File: src/rtl/ins_decode_pkg.sv
// Shared opcode constants, format enum and decoded-field struct for the decode queue.
// Related build macro: INS_DECODE_ILLEGAL_CHK_EN (enables the per-entry illegal flag).
package ins_decode_pkg;

    localparam int XLEN_DEFAULT = 32;

    localparam logic [6:0] OP_R      = 7'b0110011;
    localparam logic [6:0] OP_IMM    = 7'b0010011;
    localparam logic [6:0] OP_LOAD   = 7'b0000011;
    localparam logic [6:0] OP_JALR   = 7'b1100111;
    localparam logic [6:0] OP_STORE  = 7'b0100011;
    localparam logic [6:0] OP_BRANCH = 7'b1100011;
    localparam logic [6:0] OP_LUI    = 7'b0110111;
    localparam logic [6:0] OP_AUIPC  = 7'b0010111;
    localparam logic [6:0] OP_JAL    = 7'b1101111;

    typedef enum logic [2:0] {
        FMT_R   = 3'd0,
        FMT_I   = 3'd1,
        FMT_S   = 3'd2,
        FMT_B   = 3'd3,
        FMT_U   = 3'd4,
        FMT_J   = 3'd5,
        FMT_UNK = 3'd7
    } fmt_t;

    // Width-independent part of a queue entry; imm/pc are appended at XLEN in the queue.
    typedef struct packed {
        logic [6:0] opcode;
        logic [4:0] rd;
        logic [2:0] funct3;
        logic [4:0] rs1;
        logic [4:0] rs2;
        logic [6:0] funct7;
        fmt_t       fmt;
    } dec_fields_t;

    function automatic logic r_funct7_ok(input logic [6:0] f7);
        return (f7 == 7'b0000000) || (f7 == 7'b0100000) || (f7 == 7'b0000001);
    endfunction

endpackage

File: src/rtl/ins_decode_queue_imm_gen.sv
// Combinational format classification and sign-extended immediate generation.
// Used by ins_decode_queue (optional macro INS_DECODE_ILLEGAL_CHK_EN does not affect this block).
module imm_gen
    import ins_decode_pkg::*;
#(
    parameter int XLEN = XLEN_DEFAULT
) (
    input  logic [31:0]     instruction,
    output logic [2:0]      fmt,
    output logic [XLEN-1:0] imm
);

    function automatic logic signed [XLEN-1:0] sext(input logic signed [31:0] v);
        return XLEN'(v);
    endfunction

    fmt_t               fmt_c;
    logic signed [31:0] imm32;

    always_comb begin
        fmt_c = FMT_UNK;
        imm32 = '0;
        case (instruction[6:0])
            OP_R: begin
                fmt_c = FMT_R;
            end
            OP_IMM, OP_LOAD, OP_JALR: begin
                fmt_c = FMT_I;
                imm32 = {{20{instruction[31]}}, instruction[31:20]};
            end
            OP_STORE: begin
                fmt_c = FMT_S;
                imm32 = {{20{instruction[31]}}, instruction[31:25], instruction[11:7]};
            end
            OP_BRANCH: begin
                fmt_c = FMT_B;
                imm32 = {{20{instruction[31]}}, instruction[7], instruction[30:25],
                         instruction[11:8], 1'b0};
            end
            OP_LUI, OP_AUIPC: begin
                fmt_c = FMT_U;
                imm32 = {instruction[31:12], 12'b0};
            end
            OP_JAL: begin
                fmt_c = FMT_J;
                imm32 = {{12{instruction[31]}}, instruction[19:12], instruction[20],
                         instruction[30:21], 1'b0};
            end
            default: begin
                fmt_c = FMT_UNK;
            end
        endcase
    end

    assign fmt = fmt_c;
    assign imm = sext(imm32);

endmodule

File: src/rtl/ins_decode_queue.sv
// Registered instruction decode stage: decode on entry, DEPTH-entry FIFO, flushable.
// Optional macro INS_DECODE_ILLEGAL_CHK_EN stores and reports a per-entry illegal flag.
module ins_decode_queue
    import ins_decode_pkg::*;
#(
    parameter int XLEN  = XLEN_DEFAULT,
    parameter int DEPTH = 4
) (
    input  logic                     clk,
    input  logic                     reset_n,
    input  logic                     flush,
    input  logic                     in_valid,
    output logic                     in_ready,
    input  logic [31:0]              instruction,
    input  logic [XLEN-1:0]          in_pc,
    output logic                     out_valid,
    input  logic                     out_ready,
    output logic [6:0]               opcode,
    output logic [4:0]               rd,
    output logic [2:0]               funct3,
    output logic [4:0]               rs1,
    output logic [4:0]               rs2,
    output logic [6:0]               funct7,
    output logic [2:0]               fmt,
    output logic [XLEN-1:0]          imm,
    output logic [XLEN-1:0]          out_pc,
    output logic [$clog2(DEPTH):0]   count,
    output logic                     illegal
);

    localparam int PW = $clog2(DEPTH);
    localparam int CW = PW + 1;

    typedef struct packed {
        dec_fields_t     f;
        logic [XLEN-1:0] imm;
        logic [XLEN-1:0] pc;
`ifdef INS_DECODE_ILLEGAL_CHK_EN
        logic            illegal;
`endif
    } entry_t;

    logic [2:0]      gen_fmt;
    logic [XLEN-1:0] gen_imm;

    imm_gen #(.XLEN(XLEN)) u_imm_gen (
        .instruction (instruction),
        .fmt         (gen_fmt),
        .imm         (gen_imm)
    );

    // Stage p0: decoded entry ahead of storage
    entry_t dec_p0;

    always_comb begin
        dec_p0          = '0;
        dec_p0.f.opcode = instruction[6:0];
        dec_p0.f.rd     = instruction[11:7];
        dec_p0.f.funct3 = instruction[14:12];
        dec_p0.f.rs1    = instruction[19:15];
        dec_p0.f.rs2    = instruction[24:20];
        dec_p0.f.funct7 = instruction[31:25];
        dec_p0.f.fmt    = fmt_t'(gen_fmt);
        dec_p0.imm      = gen_imm;
        dec_p0.pc       = in_pc;
`ifdef INS_DECODE_ILLEGAL_CHK_EN
        dec_p0.illegal  = (dec_p0.f.fmt == FMT_UNK)
                       || ((instruction[6:0] == OP_R) && !r_funct7_ok(instruction[31:25]))
                       || (instruction[1:0] != 2'b11);
`endif
    end

    logic [PW-1:0] wr_ptr;
    logic [PW-1:0] rd_ptr;
    logic [CW-1:0] cnt;
    logic          vld_p0;
    logic          pop;

    // in_ready depends only on occupancy, so a pop never frees a slot in the same cycle
    assign in_ready  = (cnt != CW'(DEPTH));
    assign out_valid = (cnt != '0);
    assign vld_p0    = in_valid && in_ready;
    assign pop       = out_valid && out_ready;
    assign count     = cnt;

    always_ff @(posedge clk or negedge reset_n) begin
        if (!reset_n) begin
            cnt    <= '0;
            wr_ptr <= '0;
            rd_ptr <= '0;
        end else if (flush) begin
            cnt    <= '0;
            wr_ptr <= '0;
            rd_ptr <= '0;
        end else begin
            if (vld_p0) wr_ptr <= wr_ptr + PW'(1);
            if (pop)    rd_ptr <= rd_ptr + PW'(1);
            case ({vld_p0, pop})
                2'b10:   cnt <= cnt + CW'(1);
                2'b01:   cnt <= cnt - CW'(1);
                default: cnt <= cnt;
            endcase
        end
    end

    // Stage p1: storage array, deliberately left unreset
    entry_t mem [DEPTH];

    always_ff @(posedge clk) begin
        if (vld_p0 && !flush) mem[wr_ptr] <= dec_p0;
    end

    entry_t head_p1;
    assign head_p1 = mem[rd_ptr];

    always_comb begin
        opcode  = '0;
        rd      = '0;
        funct3  = '0;
        rs1     = '0;
        rs2     = '0;
        funct7  = '0;
        fmt     = '0;
        imm     = '0;
        out_pc  = '0;
        illegal = 1'b0;
        if (out_valid) begin
            opcode  = head_p1.f.opcode;
            rd      = head_p1.f.rd;
            funct3  = head_p1.f.funct3;
            rs1     = head_p1.f.rs1;
            rs2     = head_p1.f.rs2;
            funct7  = head_p1.f.funct7;
            fmt     = head_p1.f.fmt;
            imm     = head_p1.imm;
            out_pc  = head_p1.pc;
`ifdef INS_DECODE_ILLEGAL_CHK_EN
            illegal = head_p1.illegal;
`endif
        end
    end

endmodule

File: config.mk
export PLATFORM = sky130hd
export DESIGN_NAME = ins_decode_queue
export DESIGN_NICKNAME = d
export VERILOG_FILES = /design/src/rtl/ins_decode_pkg.sv /design/src/rtl/ins_decode_queue_imm_gen.sv /design/src/rtl/ins_decode_queue.sv
export SDC_FILE = /design/constraint.sdc
export NUM_CORES = 1
export LEC_CHECK = 0
export ABC_AREA = 1
export ABC_CLOCK_PERIOD_IN_PS = 9850
export CAP_MARGIN = 25
export CORE_UTILIZATION = 50
export CTS_BUF_LIST = sky130_fd_sc_hd__clkbuf_16
export CTS_CLUSTER_DIAMETER = 100
export DETAILED_ROUTE_END_ITERATION = 10
export PLACE_DENSITY = 0.72
export SLEW_MARGIN = 20
export SYNTH_ARGS = -nofsm -noshare
export SYNTH_HDL_FRONTEND = slang
export SYNTH_SLANG_ARGS = --single-unit
export TNS_END_PERCENT = 30
File: constraint.sdc
create_clock -name clk -period 9.85 [get_ports clk]
set_clock_uncertainty 0.1 [all_clocks]
set_input_delay 2.4625 -clock clk [delete_from_list [all_inputs] [get_ports clk]]
set_output_delay 2.4625 -clock clk [all_outputs]
set_load 0.1 [all_outputs]
# Word-level counts from Yosys, hierarchy flattened

Memories as Yosys holds them, arrays and structs flattened.
Index checks and enable logic that the tools add are counted.

Equal/unequal tests: 12
Reductions and logical operators: 10
Muxes and demuxes: 19
Add/subtract/negate cells: 4

Operators by type and width:

| operator                                                               | number |
|---|---|
| 32-bit case mux with 5 select lines                                    | 1 |
| 32-bit two-way mux                                                     | 2 |
| 7-bit by 6-bit equality test with 1-bit output (second input constant) | 3 |
| 7-bit equality test (second input constant)                            | 3 |
| 3-bit case mux with 6 select lines                                     | 1 |
| 5-bit two-way mux                                                      | 3 |
| 7-bit by 5-bit equality test with 1-bit output (second input constant) | 2 |
| 7-bit two-way mux                                                      | 2 |
| 3-bit two-way mux                                                      | 3 |
| 2-bit two-way mux                                                      | 4 |
| 7-bit by 2-bit equality test with 1-bit output (second input constant) | 1 |
| 3-bit case mux with 2 select lines                                     | 1 |
| 3-bit nonzero test                                                     | 2 |
| 2-bit by 1-bit adder with 2-bit output (second input constant)         | 2 |
| 2-bit nonzero test                                                     | 2 |
| 3-bit by 1-bit adder with 3-bit output (second input constant)         | 1 |
| 1-bit logical AND                                                      | 3 |
| 3-bit != test (second input constant)                                  | 1 |
| 3-bit OR reduction                                                     | 1 |
| 3-bit by 1-bit subtractor with 3-bit output (second input constant)    | 1 |
| 2-bit by 1-bit equality test with 1-bit output (second input constant) | 1 |
| 2-bit equality test (second input constant)                            | 1 |
| 1-bit two-way mux                                                      | 2 |
| 2-bit OR reduction                                                     | 1 |
| 1-bit zero test                                                        | 1 |

Register bits after elaboration: 7
Input port bits: 69
Logic and storage cells: 49
Memories kept: 1
RAM bits: 396
Output and inout port bits: 105

Memory list:

| memory | depth | width | read ports | clocked after memory_dff | write ports | RTL line                | RTL |
|---|---|---|---|---|---|---|---|
| mem    | 4     | 99    | 1          | 0                        | 1           | ins_decode_queue.sv:107 | `entry_t mem [DEPTH];` |

# Depth between registers and ports, before layout

Depth in word-level cells: 5
Mapped depth: 12
Depth with buffers taken out: 12

# Hierarchy

From an unflattened synthesis, not the netlist that was laid out.

Cell total of the unflattened synthesis: 1,374
Area total of the unflattened synthesis: 16,389.5 um^2

By module, submodules not included:

| module           | cells an instance | sequential area each (um^2) | area an instance (um^2) | times used |
|---|---|---|---|---|
| ins_decode_queue | 1,235             | 12,066.6                    | 15,795.1                | 1 |
| imm_gen          | 139               | 0.0                         | 594.3                   | 1 |

# Worst setup path after synthesis

Ideal clock, no wire load.

Path type: in2reg
From: input flush
To: memory mem[0][0] (netlist name), enable pin
Stages: 4
Buffers on the path: 1
Path slack: 2.138 ns
Data required time: 9.192 ns
Arrival time: 7.054 ns
Setup time: 0.558 ns
Cells stage by stage: inv_1 clkbuf_1 nand2_1 nor2_1

Cells in the longest elaborated chain, start to end: 4

RTL lines:

| element                                 | RTL line                | RTL |
|---|---|---|
| start, declared                         | ins_decode_queue.sv:11  | `input logic flush,` |
| 1-bit zero test                         | ins_decode_queue.sv:110 | `if (vld_p0 && !flush) mem[wr_ptr] <= dec_p0;` |
| 1-bit logical AND                       | ins_decode_queue.sv:110 |  |
| 1-bit two-way mux                       | ins_decode_queue.sv:110 |  |
| 1-bit two-way mux (implied by the code) | ins_decode_queue.sv:110 |  |
| end, declared                           | ins_decode_queue.sv:107 |  |

Every way passes these cells.

# Worst setup path after layout

From: register rd_ptr[0]
To: output imm[6]

Cells in the longest elaborated chain, start to end: 2

RTL lines:

| element                | RTL line                | RTL |
|---|---|---|
| start, declared        | ins_decode_queue.sv:74  | `logic [PW-1:0] rd_ptr;` |
| start signal, assigned | ins_decode_queue.sv:97  | `if (pop) rd_ptr <= rd_ptr + PW'(1);` |
| memory 4 x 99 bit      | --                      |  |
| 32-bit two-way mux     | ins_decode_queue.sv:127 | `if (out_valid) begin` |
| end, declared          | ins_decode_queue.sv:25  | `output logic [XLEN-1:0] imm,` |

Every way passes these cells.

==> metrics.log <==
[metrics] status: finished clean
[metrics] clock input transition at the sequential cells of the worst setup and hold paths: 0.06 ns
[metrics] post-synthesis cell type count: 25
[metrics] clock network latency to the later pin of the worst-skew pair: 0.52 ns
[metrics] most instantiated cells after synthesis: 419 x nor2_1, 396 x edfxtp_1, 104 x o21ai_0
[metrics] dominant register cell in the synthesized netlist: edfxtp_1
[metrics] via density per instance: 5.54
[metrics] wire length on met2: 18.7 mm
[metrics] clock buffer count from CTS: 42
[metrics] topmost layer with routed signal wires: met4
[metrics] via count of the first global-routing pass: 10700
[metrics] Syn. warnings: 0
[metrics] number of iterations in the first detailed-routing pass: 6
[metrics] Die Ht: 183 um
[metrics] count of buffer and inverter cells on the critical path: 4
[metrics] CP max-delay cell: clkdlybuf4s50_1
[metrics] number of buffer cells added on primary ports: 172
[metrics] Seq cells post-synth: 403
[metrics] # clock sinks: 403
[metrics] width of the chip: 183 um
[metrics] Ant. Diodes: 0
[metrics] ys async rst share: 1.74%
[metrics] first-pass GRT wire length: 59.8 mm
[metrics] family with the most delay on the worst path: buffers and inverters
[metrics] number of DRC markers in iteration 0: 990
[metrics] cell with the most instances after synthesis: nor2_1
[metrics] number of nets in the layout: 1574
[metrics] fmax: 152 MHz
[metrics] number of design rule violations left after detail routing: 0
[metrics] buffer cell driving the clock tree root: clkbuf_16
[metrics] unrepaired setup endpoints after global routing: false
[metrics] share of post-route cells with drive strength above 1: 6.14%
[metrics] type of the worst setup path: reg2out
[metrics] sequential share of the synthesized area: 73.9%
[metrics] Area after DPL: 18300 um^2
[metrics] Critical Path End Type: output pin
[metrics] Post-Synthesis Cell Area: 16300 um^2
[metrics] I/O pin total: 174
[metrics] post-synth net total: 1425
[metrics] leakage power: 6.80 nW
[metrics] GRT Overall Usage: 23.3%
[metrics] cell count after synthesis: 1351
[metrics] power density relative to cell area: 334 nW/um^2
[metrics] WL met1: 16.1 mm
[metrics] GRT overflow: 0
[metrics] library cell with the largest summed area after synthesis: edfxtp_1
[metrics] initial antenna violation count: 0
[metrics] worst hold slack: 0.539 ns
[metrics] TNS Setup: 0 ns
[metrics] largest fanout of any net on the critical path: 96
[metrics] required time of the critical path: 7.29 ns
[metrics] CTS tree: built
[metrics] startpoint types: register
[metrics] top post-synthesis cells by area: edfxtp_1 73%, nor2_1 9.6%, o21ai_0 3.2%, a21oi_1 3.1%, o21ai_1 3.0%
[metrics] layout-stage area growth over the synthesis result: 20.3%
[metrics] core box area: 31900 um^2
[metrics] clock buffer depth: 3
[metrics] Finished Layout Cells: 1965
[metrics] Synth top area share: 72.8%
[metrics] Final Instance Area: 19600 um^2
[metrics] average routed wire per standard cell: 19.6 um
[metrics] final weighted congestion in routability-driven placement: 0.818
[metrics] maximum number of pins on one net before global-route repair: 153
[metrics] cell breakdown of the critical path: inv_6 -> buf_16 -> buf_4 -> o21ai_0 -> a21oi_1 -> clkdlybuf4s50_1
[metrics] sum of routed wire length over all layers: 38.6 mm
[metrics] Post CTS Setup Buffer Count: 0
[metrics] die area: 33400 um^2
[metrics] initial standard-cell utilization of the core: 51.2%
[metrics] total of cells resized after clock tree synthesis: 0
[metrics] amount of wire on met3 after detailed routing: 2.85 mm
[metrics] number of vias after detailed routing: 10900
[metrics] number of placed instances with taps included: 1890
[metrics] CTS hold repair buffers: 0
[metrics] actual slew at the worst max-slew pin: 1.09 ns
[metrics] worst rel slew slack: 27.1%
[metrics] Final ANT Viol Nets: 0
[metrics] max-slew violation count: 0
[metrics] H-tree levels: 2
[metrics] data arrival at the endpoint of the critical path: 4.00 ns
[metrics] setup violators final: 0
[metrics] delay of the slowest cell on the worst path: 1.20 ns
[metrics] Final Critical Period: 6.57 ns
[metrics] final clock period utilization by the worst path: 66.7%
[metrics] final design utilization: 61.6%
[metrics] Core Rows: 65
[metrics] Max Cap Viol: 0
[metrics] Final Hold Fails: 0
[metrics] estimated wirelength of the detail-placed design: 21.7 mm
[metrics] worst vdd ir: 0.000276 V
[metrics] worst min path class: reg2reg
[metrics] Mean Syn Cell Area: 12.1 um^2
[metrics] number of enable-type register cells in the synthesized netlist: 396
[through the flow]
step                      power [mW]  worst slack [ns]
after detailed placement        5.06              3.72
after CTS                       6.59              3.13
after floorplan                 4.39              2.14
after global routing            6.79              3.02
final                           6.56              3.28
after global placement          5.05              3.77
[power by group]
part,switching [mW],internal (mW)
registers,0.0479,1.99
clock network,0.623,0.899
logic,2.41,0.595
total,3.08,3.48
[registers in the layout, indices dropped and copies added (netlist names)]
| signal | flops |
|---|---|
| mem | 396 |
| rd_ptr | 2 |
| wr_ptr | 2 |
| count | 3 |
[worst paths after layout]
kind                           start          to  slack [ns]  depth (start not counted)
max reg2reg                 count[0]  mem[3][94]        6.42                          6
min                        wr_ptr[1]   wr_ptr[1]        0.54                          2
min reg2reg                wr_ptr[1]   wr_ptr[1]        0.54                          2
max                        rd_ptr[0]      imm[6]        3.28                          6
min in group asynchronous    reset_n    count[0]        2.12                          1
max in group asynchronous    reset_n   rd_ptr[1]        7.22                          1
[worst register-to-register path: cells and delay by family, from the launching register on]
kind	cells	cell delay, ns
AOI/OAI and AO/OA	1	0.29
DFF	1	0.44
buffers and inverters	2	1.37
and+or+nand+nor	3	0.81
[cells in the final DEF, fill, tap and decap left out, types with 6 or more instances in the layout]
cell type and count:
o21ai_0 104, o21ai_1 97, clkbuf_16 45, clkinv_2 8, nor2_1 415, nand3_1 22
buf_4 14, clkdlybuf4s50_1 172, nand4_1 16, a21oi_1 102, nor2_4 6, inv_1 33
clkinv_1 7, edfxtp_1 396, nand2_1 59
[cell type report]
type	instances	area, um^2
inverters	29	118
multi-input cells	837	3720
fillers	2473	12200
flip-flops and latches	403	12100
clock inverters	29	214
well taps	435	544
clock buffers	45	1130
repair buffers	187	1850
[logic make-up after synthesis]
kind of cell / count (synthesis) / share of synthesized area, %
AOI/OAI and AO/OA: 304 / 9.34
xor gates and xnor gates: 1 / 0.0536
adders and majority gates: 5 / 0.429
buffers and inverters: 111 / 3.56
DFF: 403 / 73.9
other: 1 / 0.0230
and+or+nand+nor: 526 / 12.7
[per-layer routing]
layer,global-route usage [%],up-vias
li1,-,5055
met3,4.11,75
met5,0,-
met1,31.3,5324
met2,39.1,438
met4,6.69,0
Note: power is estimated with default switching activity, not from simulation.
